## src/rtl/mult_div_unit.sv

```systemverilog
// Multicycle MULT/MULTU/DIV/DIVU unit with architectural HI/LO registers.
// Shift-add multiply and restoring divide, one bit per cycle on shared registers.
module mult_div_unit (
  input  logic        clock,
  input  logic        reset,
  input  logic        start,
  input  logic [1:0]  op,
  input  logic [31:0] a,
  input  logic [31:0] b,
  output logic        busy,
  output logic        done,
  output logic        div_by_zero,
  output logic [31:0] hi,
  output logic [31:0] lo
);

  localparam logic [1:0] S_IDLE = 2'd0;
  localparam logic [1:0] S_CALC = 2'd1;
  localparam logic [1:0] S_FIX  = 2'd2;
  localparam logic [1:0] S_DONE = 2'd3;

  logic [1:0]  state;
  logic        op_div;
  logic        neg_res;
  logic        neg_rem;
  logic [4:0]  count;
  // acc_hi/acc_lo: product for multiply, {remainder, quotient} for divide
  logic [31:0] acc_hi;
  logic [31:0] acc_lo;
  logic [31:0] opnd;

  logic        in_signed;
  logic [31:0] a_mag;
  logic [31:0] b_mag;
  logic [32:0] mul_sum;
  logic [32:0] rem_sh;
  logic        fits;
  logic [31:0] rem_sub;
  logic [63:0] prod_fix;
  logic [31:0] quo_fix;
  logic [31:0] rem_fix;

  always_comb begin
    in_signed = ~op[0];
    a_mag     = (in_signed && a[31]) ? (~a + 32'd1) : a;
    b_mag     = (in_signed && b[31]) ? (~b + 32'd1) : b;

    mul_sum   = {1'b0, acc_hi} + {1'b0, (acc_lo[0] ? opnd : 32'd0)};

    rem_sh    = {acc_hi, acc_lo[31]};
    fits      = (rem_sh >= {1'b0, opnd});
    rem_sub   = rem_sh[31:0] - opnd;

    prod_fix  = neg_res ? (~{acc_hi, acc_lo} + 64'd1) : {acc_hi, acc_lo};
    quo_fix   = neg_res ? (~acc_lo + 32'd1) : acc_lo;
    rem_fix   = neg_rem ? (~acc_hi + 32'd1) : acc_hi;
  end

  assign busy = (state == S_CALC) || (state == S_FIX);
  assign done = (state == S_DONE);

  always_ff @(posedge clock) begin
    if (reset) begin
      state       <= S_IDLE;
      op_div      <= 1'b0;
      neg_res     <= 1'b0;
      neg_rem     <= 1'b0;
      count       <= '0;
      acc_hi      <= '0;
      acc_lo      <= '0;
      opnd        <= '0;
      div_by_zero <= 1'b0;
      hi          <= '0;
      lo          <= '0;
    end else begin
      case (state)
        S_IDLE: begin
          if (start) begin
            op_div      <= op[1];
            count       <= '0;
            acc_hi      <= '0;
            neg_res     <= in_signed && (a[31] ^ b[31]);
            neg_rem     <= in_signed && op[1] && a[31];
            div_by_zero <= op[1] && (b == 32'd0);
            if (op[1]) begin
              acc_lo <= a_mag;
              opnd   <= b_mag;
            end else begin
              acc_lo <= b_mag;
              opnd   <= a_mag;
            end
            state <= (op[1] && (b == 32'd0)) ? S_DONE : S_CALC;
          end
        end
        S_CALC: begin
          if (op_div) begin
            acc_hi <= fits ? rem_sub : rem_sh[31:0];
            acc_lo <= {acc_lo[30:0], fits};
          end else begin
            {acc_hi, acc_lo} <= {mul_sum, acc_lo[31:1]};
          end
          count <= count + 5'd1;
          if (count == 5'd31) state <= S_FIX;
        end
        S_FIX: begin
          if (op_div) begin
            hi <= rem_fix;
            lo <= quo_fix;
          end else begin
            {hi, lo} <= prod_fix;
          end
          state <= S_DONE;
        end
        default: state <= S_IDLE;
      endcase
    end
  end

endmodule

```

## config.mk

```make
export PLATFORM = sky130hd
export DESIGN_NAME = mult_div_unit
export DESIGN_NICKNAME = d
export VERILOG_FILES = /design/src/rtl/mult_div_unit.sv
export SDC_FILE = /design/constraint.sdc
export NUM_CORES = 1
export LEC_CHECK = 0
export CAP_MARGIN = 20
export CORE_UTILIZATION = 40
export DETAILED_ROUTE_END_ITERATION = 8
export PLACE_DENSITY_LB_ADDON = 0.08
export RECOVER_POWER = 100
export SYNTH_ARGS = -nofsm -noshare
export SYNTH_HDL_FRONTEND = slang
export SYNTH_SLANG_ARGS = --single-unit
```

## constraint.sdc

```tcl
create_clock -name clock -period 7.84 [get_ports clock]
set_input_delay 1.176 -clock clock [delete_from_list [all_inputs] [get_ports clock]]
set_output_delay 1.176 -clock clock [all_outputs]
set_load 0.005 [all_outputs]
```

## Word-level counts from Yosys, hierarchy flattened

Index checks and enable logic that the tools add are counted.

- Flip-flop bits (word level): 171
- Latch bits: 0
- Bits in writable memories: 0
- Bits in read-only memories: 0
- Output and inout port bits: 67
- Logic and storage cells: 69
- Memories: 0

- Add/sub/neg operators: 8
- Multipliers: 0
- Divide/modulo/power cells: 0
- $lt $le $gt $ge: 1
- Eq/ne operators: 6
- Shift operators: 0
- Mux-type cells: 23
- Bitwise operators: 7
- Reductions and logical operators: 13

Operators by type and width:

| kind | number |
|---|---|
| two-way mux 32 bit | 14 |
| adder 32 x 1 -> 32 bit (second input constant) | 4 |
| inverter 32 bit | 4 |
| case mux 32 bit (2 select lines) | 2 |
| adder 64 x 1 -> 64 bit (second input constant) | 1 |
| two-way mux 64 bit | 1 |
| inverter 64 bit | 1 |
| adder 32 x 32 -> 33 bit | 1 |
| >= comparator 33 x 32 -> 1 bit | 1 |
| zero test 32 bit | 1 |
| subtractor 32 bit | 1 |
| case mux 5 bit (2 select lines) | 1 |
| logical AND 1 bit | 6 |
| two-way mux 2 bit | 3 |
| case mux 2 bit (3 select lines) | 1 |
| AND reduction 2 bit | 3 |
| adder 5 x 1 -> 5 bit (second input constant) | 1 |
| equality test 5 bit (second input constant) | 1 |
| two-way mux 5 bit | 1 |
| equality test 2 bit (second input constant) | 2 |
| equality test 2 x 1 -> 1 bit (second input constant) | 1 |
| zero test 2 bit | 1 |
| != test 2 x 1 -> 1 bit (second input constant) | 1 |
| != test 2 bit (second input constant) | 1 |
| 4 further kinds | 4 |

## Longest topological paths before layout

Gate-level depths: netlist (run 1).

- Depth in word-level cells: 6
- Mapped depth: 14

## Least setup slack after synthesis (run 1)

Ideal clock, no wire load.

- Kind: input to register
- Start point: in b[6]
- End point: reg state[1]
- Library setup time: 0.070 ns
- Data arrival time: 3.485 ns
- Data required time: 7.770 ns
- Path slack: 4.284 ns
- Stages on the path: 8
- Path buffers: 0
- Cells stage by stage: or4_1 > nor4_1 > and3b_1 > nand2_1 > nor4b_1 > a21oi_1 > or3_1 > a21oi_1

- Cells in the longest elaborated chain, start to end: 5

Ends and longest elaborated chain:

| item | RTL line | RTL |
|---|---|---|
| start, declared | 9 | `input logic [31:0] b,` |
| zero test 32 bit | 92 | `state <= (op[1] && (b == 32'd0)) ? S_DONE : S_CALC;` |
| logical AND 1 bit | 92 |  |
| two-way mux 2 bit | 92 |  |
| two-way mux 2 bit | 78 | `if (start) begin` |
| case mux 2 bit (3 select lines) | 76 | `case (state)` |
| end signal, assigned | 92 |  |
| end, declared | 22 | `logic [1:0] state;` |

Every way passes these cells. The select of a mux whose other input is x is not followed.
A chain may end at the register's enable or synchronous reset.

## Worst setup path in the final report (run 1)

- Start point: reg state[1]
- End point: reg acc_hi[15]

- Cells in the longest elaborated chain, start to end: 3

Ends and longest elaborated chain:

| item | RTL line | RTL |
|---|---|---|
| equality test 2 x 1 -> 1 bit or zero test 2 bit (tied branches) | 76 |  |
| nonzero test 2 bit (no source line) or != test 2 bit (tied branches) | -- |  |
| AND reduction 2 bit (no source line) | -- |  |
| end signal, assigned | 97 | `acc_hi <= fits ? rem_sub : rem_sh[31:0];` |
| end signal, assigned | 100 | `{acc_hi, acc_lo} <= {mul_sum, acc_lo[31:1]};` |
| end, declared | 28 | `logic [31:0] acc_hi;` |

Parallel ways exist; a longest one is shown, timed or not.

==> flow_metrics.tcl, run 1 <==
set metrics [dict create \
    fin_area_um2 16360 \
    synth_compound_area_frac 0.2635 \
    cp.arrival_ps 6080 \
    post_cts_buffers 0 \
    fp-row-count 68 \
    cp_max_fo 45 \
    critPathKind "reg -> reg" \
    syn_to_final_growth_pct 15.17 \
    synth_top_family_by_area "compound AO/OA/AOI/OAI gates" \
    drt-total-wl_um 48430 \
    vias 14054 \
    final_common_cell "nor2_1" \
    cts_sinks 171 \
    hold_viol 0 \
    syn-instance-count 1897 \
    fin_crit_ps 5705 \
    place.gp.congestion 0.9201 \
    powerDensity_nw_per_um2 286.4 \
    grt_pass1_vias 12837 \
    io_pins 136 \
    r2r_cells 8 \
    setup_viol_count_final 0 \
    synth-seq-area-share 0.2410 \
    endpoint "acc_hi[15]" \
    initial_core_util 0.4093 \
    clk_pin_slew_ps 80 \
    mostFrequentLayoutCells "262 x nor2_1, 170 x dfxtp_1, 153 x a21oi_1" \
    worst_slew_pin_slew_ps 4182 \
    path_cells "inv_1, ha_1, clkbuf_1, inv_1, o21ai_0, nor2_1, a22oi_1, o21ai_0" \
    grt_pass1_wl_um 74630 \
    irDropWorstVdd_uv 170.7 \
    rr_startpoint "state[1]" \
    rsz0062_at_grt "no" \
    period_share 0.7277 \
    maxSlewHeadroom -1.788 \
    end_kind "register" \
    slew_viol_final 231 \
    clock.fmax_ghz 0.1753 \
    drt-initial-drc-count 1005 \
    placedCellCount 2377 \
    synth.avg_cell_area_um2 7.489 \
    die_w_um 190.5 \
    drive_above_1_share 0.04708 \
    cts_buffers 17 \
    grt_usage 0.2657 \
    cts.hold.buffers_added 0 \
    max-clock-path-buffers 2 \
    syn_area_um2 14210 \
    yosysUniqueCellTypes 73 \
    synth_ff_type "dfxtp_1" \
    synthMuxAreaShare 0.06253 \
    drt_pass1_iterations 5 \
    synthArstFlopShare 0 \
    critPathRequiredTime_ps 8220 \
    coreArea_um2 34710 \
    hold_class "reg -> reg" \
    synth_simple_gate_area_frac 0.2048 \
    drtAntennaViolNets 0 \
    final_cells 2410 \
    worstSkewPairLatency_ps 460 \
    critPathLaunch "state[1]" \
    cts_root_buffer "clkbuf_16" \
    cts_tree "done" \
    p_leak_nw 6.454 \
    placed_cell_area_um2 15810 \
    skew_ps 15.26 \
    cts_max_level 4 \
    tns_ps 0 \
    grt_max_degree 95 \
    synth_edf_count 0 \
    r2r-end "acc_hi[15]" \
    detail_route.vias_per_cell 5.832 \
    dp_hpwl_um 37030 \
    route.detailed.drc 0 \
    cpPeakStageDelay_ps 2040 \
    synth-seq-cells 171 \
    fin_nets 2087 \
    timing.critical_path.slowest_stage_cell "nor2_1" \
    crit_path_start_kind "register" \
    drv_cap 5 \
    rrSetupSlack_ps 2130 \
    ctsResizeCount 0 \
    grt_overflow 0 \
    die_area_um2 36280 \
    finalPower_mw 4.687 \
    antenna_found_initial 2 \
    die_h_um 190.5 \
    drt-wirelength-per-cell_um 20.09 \
    syn_nets 2043 \
    synth_xor_area_frac 0.1066 \
    failed_checks "max-capacitance violations, max-slew violations" \
    status "finished, violations left" \
    synth_fa_ha_area_frac 0.06887 \
    synth_warnings 0 \
    portBuffers 135 \
    fin_util 0.4714 \
]
## how the worst min path moves through the flow
stage             start       end  cells past startpoint
6_report       opnd[27]  opnd[27]                      2
5_1_grt         opnd[2]   opnd[2]                      2
4_1_cts        opnd[27]  opnd[27]                      2
3_5_place_dp   opnd[16]  opnd[16]                      2
3_3_place_gp   opnd[19]  opnd[19]                      2
2_1_floorplan  opnd[25]  opnd[25]                      2
## synth_stat cells, types with 8 or more instances
| cell | number | area (µm²) |
|---|---|---|
| a22oi_1 | 19 | 142.6 |
| buf_1 | 10 | 37.54 |
| a21oi_1 | 153 | 765.7 |
| o21a_1 | 11 | 82.58 |
| nor2_1 | 263 | 987.2 |
| xor2_1 | 84 | 735.7 |
| o21ai_0 | 103 | 515.5 |
| nor2b_1 | 8 | 50.05 |
| a22o_1 | 9 | 78.83 |
| o21bai_1 | 11 | 82.58 |
| mux2_2 | 14 | 157.7 |
| a21o_1 | 28 | 210.2 |
| clkbuf_1 | 113 | 424.2 |
| nor4_1 | 15 | 93.84 |
| or2_2 | 12 | 75.07 |
| nand2b_1 | 18 | 112.6 |
| nand3_1 | 15 | 75.07 |
| dfxtp_1 | 171 | 3423 |
| mux2i_1 | 73 | 730.7 |
| xnor2_1 | 89 | 779.5 |
| nand2_1 | 137 | 514.2 |
| o31ai_1 | 24 | 180.2 |
| or4_1 | 12 | 90.09 |
| o211ai_1 | 24 | 180.2 |
| ha_1 | 75 | 938.4 |
| o41ai_1 | 13 | 113.9 |
| inv_1 | 67 | 251.5 |
| nand4_1 | 21 | 131.4 |
| a31oi_1 | 15 | 93.84 |
| and3_1 | 17 | 106.4 |
| a211oi_1 | 93 | 698.2 |
| or3_1 | 13 | 81.33 |
| and2_1 | 13 | 81.33 |
| nor3_1 | 55 | 275.3 |
## sequential cells by signal (all words and copies together) (netlist names)
name,count
div_by_zero,1
neg_res,1
opnd,32
hi,32
state,2
count,5
neg_rem,1
acc_lo,32
op_div,1
acc_hi,32
lo,32
## cell type report
| type | count | area [µm²] |
|---|---|---|
| clock buffer | 20 | 446.7 |
| multi-input combinational | 1531 | 10080 |
| timing repair buffer | 151 | 1453 |
| sequential | 171 | 3425 |
| clock inverter | 12 | 130.1 |
| fill | 3646 | 18350 |
| tap | 455 | 569.3 |
| inverter | 69 | 259.0 |
| antenna | 1 | 2.502 |
## cells by family after synthesis
| family | Yosys count |
|---|---|
| and+or+nand+nor | 625 |
| muxes | 87 |
| DFF | 171 |
| buffers and inverters | 195 |
| xor gates and xnor gates | 173 |
| adders and majority gates | 77 |
| AOI/OAI and AO/OA | 569 |
## stage by stage
step / setup slack, ps / hold slack (ps)
after global routing: 1627 / 470.1
after floorplan: 4284 / 431.9
final: 2135 / 455.3
after global placement: 3196 / 442.5
after CTS: 3555 / 456.9
after detailed placement: 3117 / 446.7
## routing by layer
metal / share of wire / global-route usage
met1: 0.50 / 0.3925
met2: 0.43 / 0.4000
met3: 0.052 / 0.03128
met4: 0.022 / 0.07662
met5: 0 / 0
## power breakdown
part           internal [mW]  total, mW  leakage [nW]  switching [mW]
Sequential              1.08       1.34          1.39           0.259
Clock                  0.458      0.868         0.279           0.410
Combinational          0.980       2.48          4.78            1.50
## worst max-delay path: cells and delay by family (launching register included)
kind | cells | cell delay [ps]
AOI/OAI and AO/OA | 3 | 780
adders and majority gates | 1 | 200
buffers and inverters | 3 | 2130
DFF | 1 | 450
and+or+nand+nor | 1 | 2040
Note: power is estimated with default switching activity, not from simulation.
==> run 2, diff against run 1 <==
==> constraint.sdc (replaced) <==
create_clock -name clock -period 5.35 [get_ports clock]
set_input_delay 0.8025 -clock clock [delete_from_list [all_inputs] [get_ports clock]]
set_output_delay 0.8025 -clock clock [all_outputs]
set_load 0.005 [all_outputs]
==> flow_metrics.tcl, run 2 (same netlist as run 1, synthesis figures left out) <==
set metrics [dict create \
    status "finished, violations left" \
    failed_checks "max-capacitance violations, max-slew violations" \
    grt_overflow 0 \
    drt-wirelength-per-cell_um 20.32 \
    worst_slew_pin_slew_ps 3016 \
    path_cells "clkbuf_1, clkbuf_2, nor2_1" \
    critPathKind "in -> reg" \
    ctsResizeCount 0 \
    fp-row-count 68 \
    route.detailed.drc 0 \
    final_cells 2418 \
    io_pins 136 \
    max-clock-path-buffers 2 \
    powerDensity_nw_per_um2 421.4 \
    irDropWorstVdd_uv 324.1 \
    period_share 0.8541 \
    coreArea_um2 34710 \
    rsz0062_at_grt "no" \
    drt-total-wl_um 49140 \
    p_leak_nw 6.518 \
    cts_buffers 17 \
    grt_max_degree 92 \
    place.gp.congestion 0.9384 \
    antenna_found_initial 2 \
    grt_usage 0.2714 \
    mostFrequentLayoutCells "261 x nor2_1, 170 x dfxtp_1, 153 x a21oi_1" \
    r2r_cells 12 \
    die_h_um 190.5 \
    die_w_um 190.5 \
    cts_tree "done" \
    clock.fmax_ghz 0.2188 \
    hold_class "reg -> reg" \
    skew_ps 19.36 \
    cts_root_buffer "clkbuf_16" \
    drive_above_1_share 0.05451 \
    r2r-end "acc_hi[27]" \
    drt_pass1_iterations 5 \
    final_common_cell "nor2_1" \
    crit_path_start_kind "input pin" \
    cpPeakStageDelay_ps 2090 \
    grt_pass1_vias 13124 \
    timing.critical_path.slowest_stage_cell "clkbuf_1" \
    drv_cap 4 \
    die_area_um2 36280 \
    drtAntennaViolNets 0 \
    detail_route.vias_per_cell 5.878 \
    grt_pass1_wl_um 76440 \
    drt-initial-drc-count 1057 \
    critPathRequiredTime_ps 5600 \
    endpoint "hi[17]" \
    rrSetupSlack_ps 1070 \
    post_cts_buffers 0 \
    hold_viol 0 \
    portBuffers 135 \
    cp.arrival_ps 4820 \
    maxSlewHeadroom -1.010 \
    fin_util 0.4742 \
    hold_start "opnd[28]" \
    slew_viol_final 232 \
    fin_crit_ps 4570 \
    critPathLaunch "reset" \
    initial_core_util 0.4093 \
    clk_pin_slew_ps 70 \
    nFillCells 3568 \
    end_kind "register" \
    syn_to_final_growth_pct 15.87 \
    vias 14214 \
    cts.hold.buffers_added 0 \
    setup_viol_count_final 0 \
    tns_ps 0 \
    placedCellCount 2385 \
    cp_max_fo 91 \
    worstSkewPairLatency_ps 450 \
    cts_sinks 171 \
    n_antenna_cell 0 \
    dp_hpwl_um 37500 \
    fin_nets 2096 \
    rr_startpoint "acc_lo[0]" \
    cts_max_level 4 \
]
-- run 2: changes by cell type in the layout (fill, tap and decap cells not counted), sizes merged --
cell | before | now
clkdlybuf4s50 | 63 | 64
buf | 15 | 24
clkbuf | 23 | 20
diode | 1 | 0
clkinv | 3 | 9
inv | 75 | 74
bufinv | 1 | 0
dlygate4sd3 | 70 | 69
clkinvlp | 2 | 1
-- run 2: per-layer routing --
metal | GRT usage | vias up | wire length, µm
met1 | 0.4004 | 6758 | 23910
met3 | 0.03404 | 55 | 3044
met4 | 0.09600 | 0 | 1381
met2 | 0.3999 | 433 | 20810
li1 | - | 6968 | -
met5 | 0 | - | 0
-- run 2: final cells by class --
| class | instances | area (µm²) | share of cell area |
|---|---|---|---|
| Tap cell | 455 | 569.3 | 0.03458 |
| Clock inverter | 15 | 152.6 | 0.009273 |
| Inverter | 69 | 259.0 | 0.01573 |
| Sequential cell | 171 | 3425 | 0.2080 |
| Clock buffer | 17 | 425.4 | 0.02584 |
| Timing Repair Buffer | 160 | 1554 | 0.09440 |
| Multi-Input combinational cell | 1531 | 10080 | 0.6121 |
-- run 2: metrics by stage --
stage                     instance area (µm²)  setup WS (ps)  hold slack [ps]  power (mW)
final                                   16460          780.4            453.9       6.938
after global routing                    16460          433.4            470.2       7.453
after CTS                               16450           1118            455.7       6.971
after detailed placement                15870          976.2            445.5       5.705
after global placement                  15870           1031            441.7       5.677
after floorplan                         14210           2081            431.9       4.407
-- run 2: worst min path at each step --
| stage | end | depth (start not counted) |
|---|---|---|
| 2_1_floorplan | opnd[25] | 2 |
| 3_3_place_gp | opnd[3] | 2 |
| 3_5_place_dp | opnd[28] | 2 |
| 4_1_cts | opnd[28] | 2 |
| 5_1_grt | opnd[4] | 2 |
| 6_report | opnd[28] | 2 |
-- run 2: where the power goes --
| part | total (mW) | leakage, nW | internal, mW | switching, mW |
|---|---|---|---|---|
| registers | 1.96 | 1.39 | 1.58 | 0.374 |
| clock network | 1.25 | 0.282 | 0.621 | 0.632 |
| logic | 3.73 | 4.84 | 1.47 | 2.26 |
| total | 6.94 | 6.52 | 3.67 | 3.26 |
-- run 2: critical path: cells and delay by family --
family / cells / cell delay, ps
buffers and inverters: 2 / 3730
AND/OR/NAND/NOR: 1 / 130
==> run 3, diff against run 2 <==
--- a/config.mk
+++ b/config.mk
@@ -6,10 +6,12 @@
 export NUM_CORES = 1
 export LEC_CHECK = 0
 export CAP_MARGIN = 20
-export CORE_UTILIZATION = 40
+export CELL_PAD_IN_SITES_DETAIL_PLACEMENT = 2
+export CELL_PAD_IN_SITES_GLOBAL_PLACEMENT = 2
+export CORE_UTILIZATION = 34
 export DETAILED_ROUTE_END_ITERATION = 8
 export PLACE_DENSITY_LB_ADDON = 0.08
-export RECOVER_POWER = 100
+export RECOVER_POWER = 25
 export SYNTH_ARGS = -nofsm -noshare
 export SYNTH_HDL_FRONTEND = slang
 export SYNTH_SLANG_ARGS = --single-unit
==> flow_metrics.tcl, run 3 (same netlist as run 1, synthesis figures left out) <==
set metrics [dict create \
    vias 14696 \
    slew_viol_final 51 \
    drt-total-wl_um 59390 \
    n_antenna_cell 0 \
    critPathRequiredTime_ps 5700 \
    antenna_found_initial 1 \
    hold_class "reg -> reg" \
    fin_util 0.4043 \
    maxSlewHeadroom -0.1343 \
    post_cts_buffers 0 \
    grt_max_degree 75 \
    initial_core_util 0.3464 \
    cp.arrival_ps 4300 \
    rrSetupSlack_ps 1400 \
    rsz0062_at_grt "no" \
    path_cells "inv_1, nor2_1, ha_1, a211oi_1, nor2_1, o41ai_1, nor3_1, o41ai_1, buf_4, o21ai_0, xor2_1, a221oi_1, o21ai_0" \
    cts_max_level 4 \
    cts_tree "done" \
    period_share 0.7383 \
    max-clock-path-buffers 2 \
    place.gp.congestion 0.9221 \
    timing.critical_path.slowest_stage_cell "inv_1" \
    worstSkewPairLatency_ps 470 \
    drive_above_1_share 0.05745 \
    p_leak_nw 6.492 \
    mostFrequentLayoutCells "261 x nor2_1, 170 x dfxtp_1, 153 x a21oi_1" \
    r2r-end "acc_hi[27]" \
    die_h_um 206.4 \
    syn_to_final_growth_pct 16.72 \
    grt_pass1_vias 15065 \
    io_pins 136 \
    cts_root_buffer "clkbuf_16" \
    cts.hold.buffers_added 0 \
    worst-path-buf-inv 2 \
    status "finished, violations left" \
    grt_pass1_wl_um 90880 \
    drt-initial-drc-count 811 \
    powerDensity_nw_per_um2 433.9 \
    cpPeakStageDelay_ps 490 \
    skew_ps 14.08 \
    drv_cap 1 \
    r2r_cells 13 \
    cts_sinks 171 \
    critPathLaunch "acc_lo[0]" \
    detail_route.vias_per_cell 5.881 \
    nFillCells 4717 \
    cts_buffers 17 \
    grt_usage 0.2810 \
    worst_slew_pin_slew_ps 1701 \
    worstSetupPathDepth 13 \
    failed_checks "design-rule violations, max-capacitance violations, max-slew violations" \
    final_cells 2499 \
    critPathKind "reg -> reg" \
    ctsResizeCount 0 \
    grt_overflow 0 \
    fin_crit_ps 3950 \
    clk_pin_slew_ps 80 \
    rr_startpoint "acc_lo[0]" \
    setup_viol_count_final 0 \
    placedCellCount 2467 \
    drt-wirelength-per-cell_um 23.77 \
    die_w_um 206.4 \
    coreArea_um2 41020 \
    irDropWorstVdd_uv 188.0 \
    clock.fmax_ghz 0.2532 \
    drtAntennaViolNets 0 \
    hold_viol 0 \
    final_common_cell "nor2_1" \
    tns_ps 0 \
    cp_top_family "compound AO/OA/AOI/OAI gates" \
    cp_max_fo 18 \
    dp_hpwl_um 46290 \
    endpoint "acc_hi[27]" \
    fin_nets 2100 \
    die_area_um2 42610 \
    end_kind "register" \
    drt_pass1_iterations 7 \
    fp-row-count 74 \
    portBuffers 135 \
    crit_path_start_kind "register" \
    route.detailed.drc 24 \
]
## run 3: changes by cell type in the layout (fill, tap and decap cells not counted), sizes merged
cell and delta:
buf +7, clkinv -5, inv +1, dlygate4sd3 -17
clkdlybuf4s50 +17, clkinvlp +2, bufinv +1, clkbuf -2
## run 3: area by class of cell
cell class,count,area [µm²],area share
clock inverter,14,153.9,0.009280
timing repair buffer,164,1569,0.09461
clock buffer,18,439.2,0.02648
sequential,171,3425,0.2065
tap,532,665.6,0.04014
inverter,69,259.0,0.01562
multi-input combinational,1531,10070,0.6074
## run 3: worst min path at each step
stage	end	start	slack, ps	cells after the start
2_1_floorplan	opnd[25]	opnd[25]	430	2
3_3_place_gp	opnd[25]	opnd[25]	440	2
3_5_place_dp	opnd[25]	opnd[25]	450	2
4_1_cts	opnd[25]	opnd[25]	460	2
5_1_grt	opnd[26]	opnd[26]	490	2
6_report	opnd[2]	opnd[2]	460	2
## run 3: worst register-to-register path, delay by kind of cell (launching register included)
family	cells	cell delay, ps
DFF	1	380
buffers and inverters	2	720
adders and majority gates	1	390
AOI/OAI and AO/OA	6	1750
and+or+nand+nor	3	410
xor gates and xnor gates	1	180
## run 3: power breakdown
part | switching (mW) | internal, mW | total (mW)
clock | 0.645 | 0.674 | 1.32
sequential | 0.396 | 1.58 | 1.98
combinational | 2.43 | 1.47 | 3.90
## run 3: stage by stage
step	area [µm²]	hold slack [ps]	power (mW)	setup WS, ps
floorplan	14210	431.9	4.407	2081
global placement	15990	442.8	5.760	1388
detailed placement	16000	451.9	5.906	1186
CTS	16600	463.2	7.258	1451
global route	16580	489.7	7.674	1039
finish	16580	461.6	7.196	1400
## run 3: metal layers
metal  part of all wire  wire (µm)  GRT usage  vias up
li1                   -          -          -     6973
met1               0.49      29190     0.3997     7376
met2               0.45      26530     0.4355      287
met3              0.041       2446    0.04368       58
met4              0.020       1216    0.07511        2
met5            0.00020         12          0        -
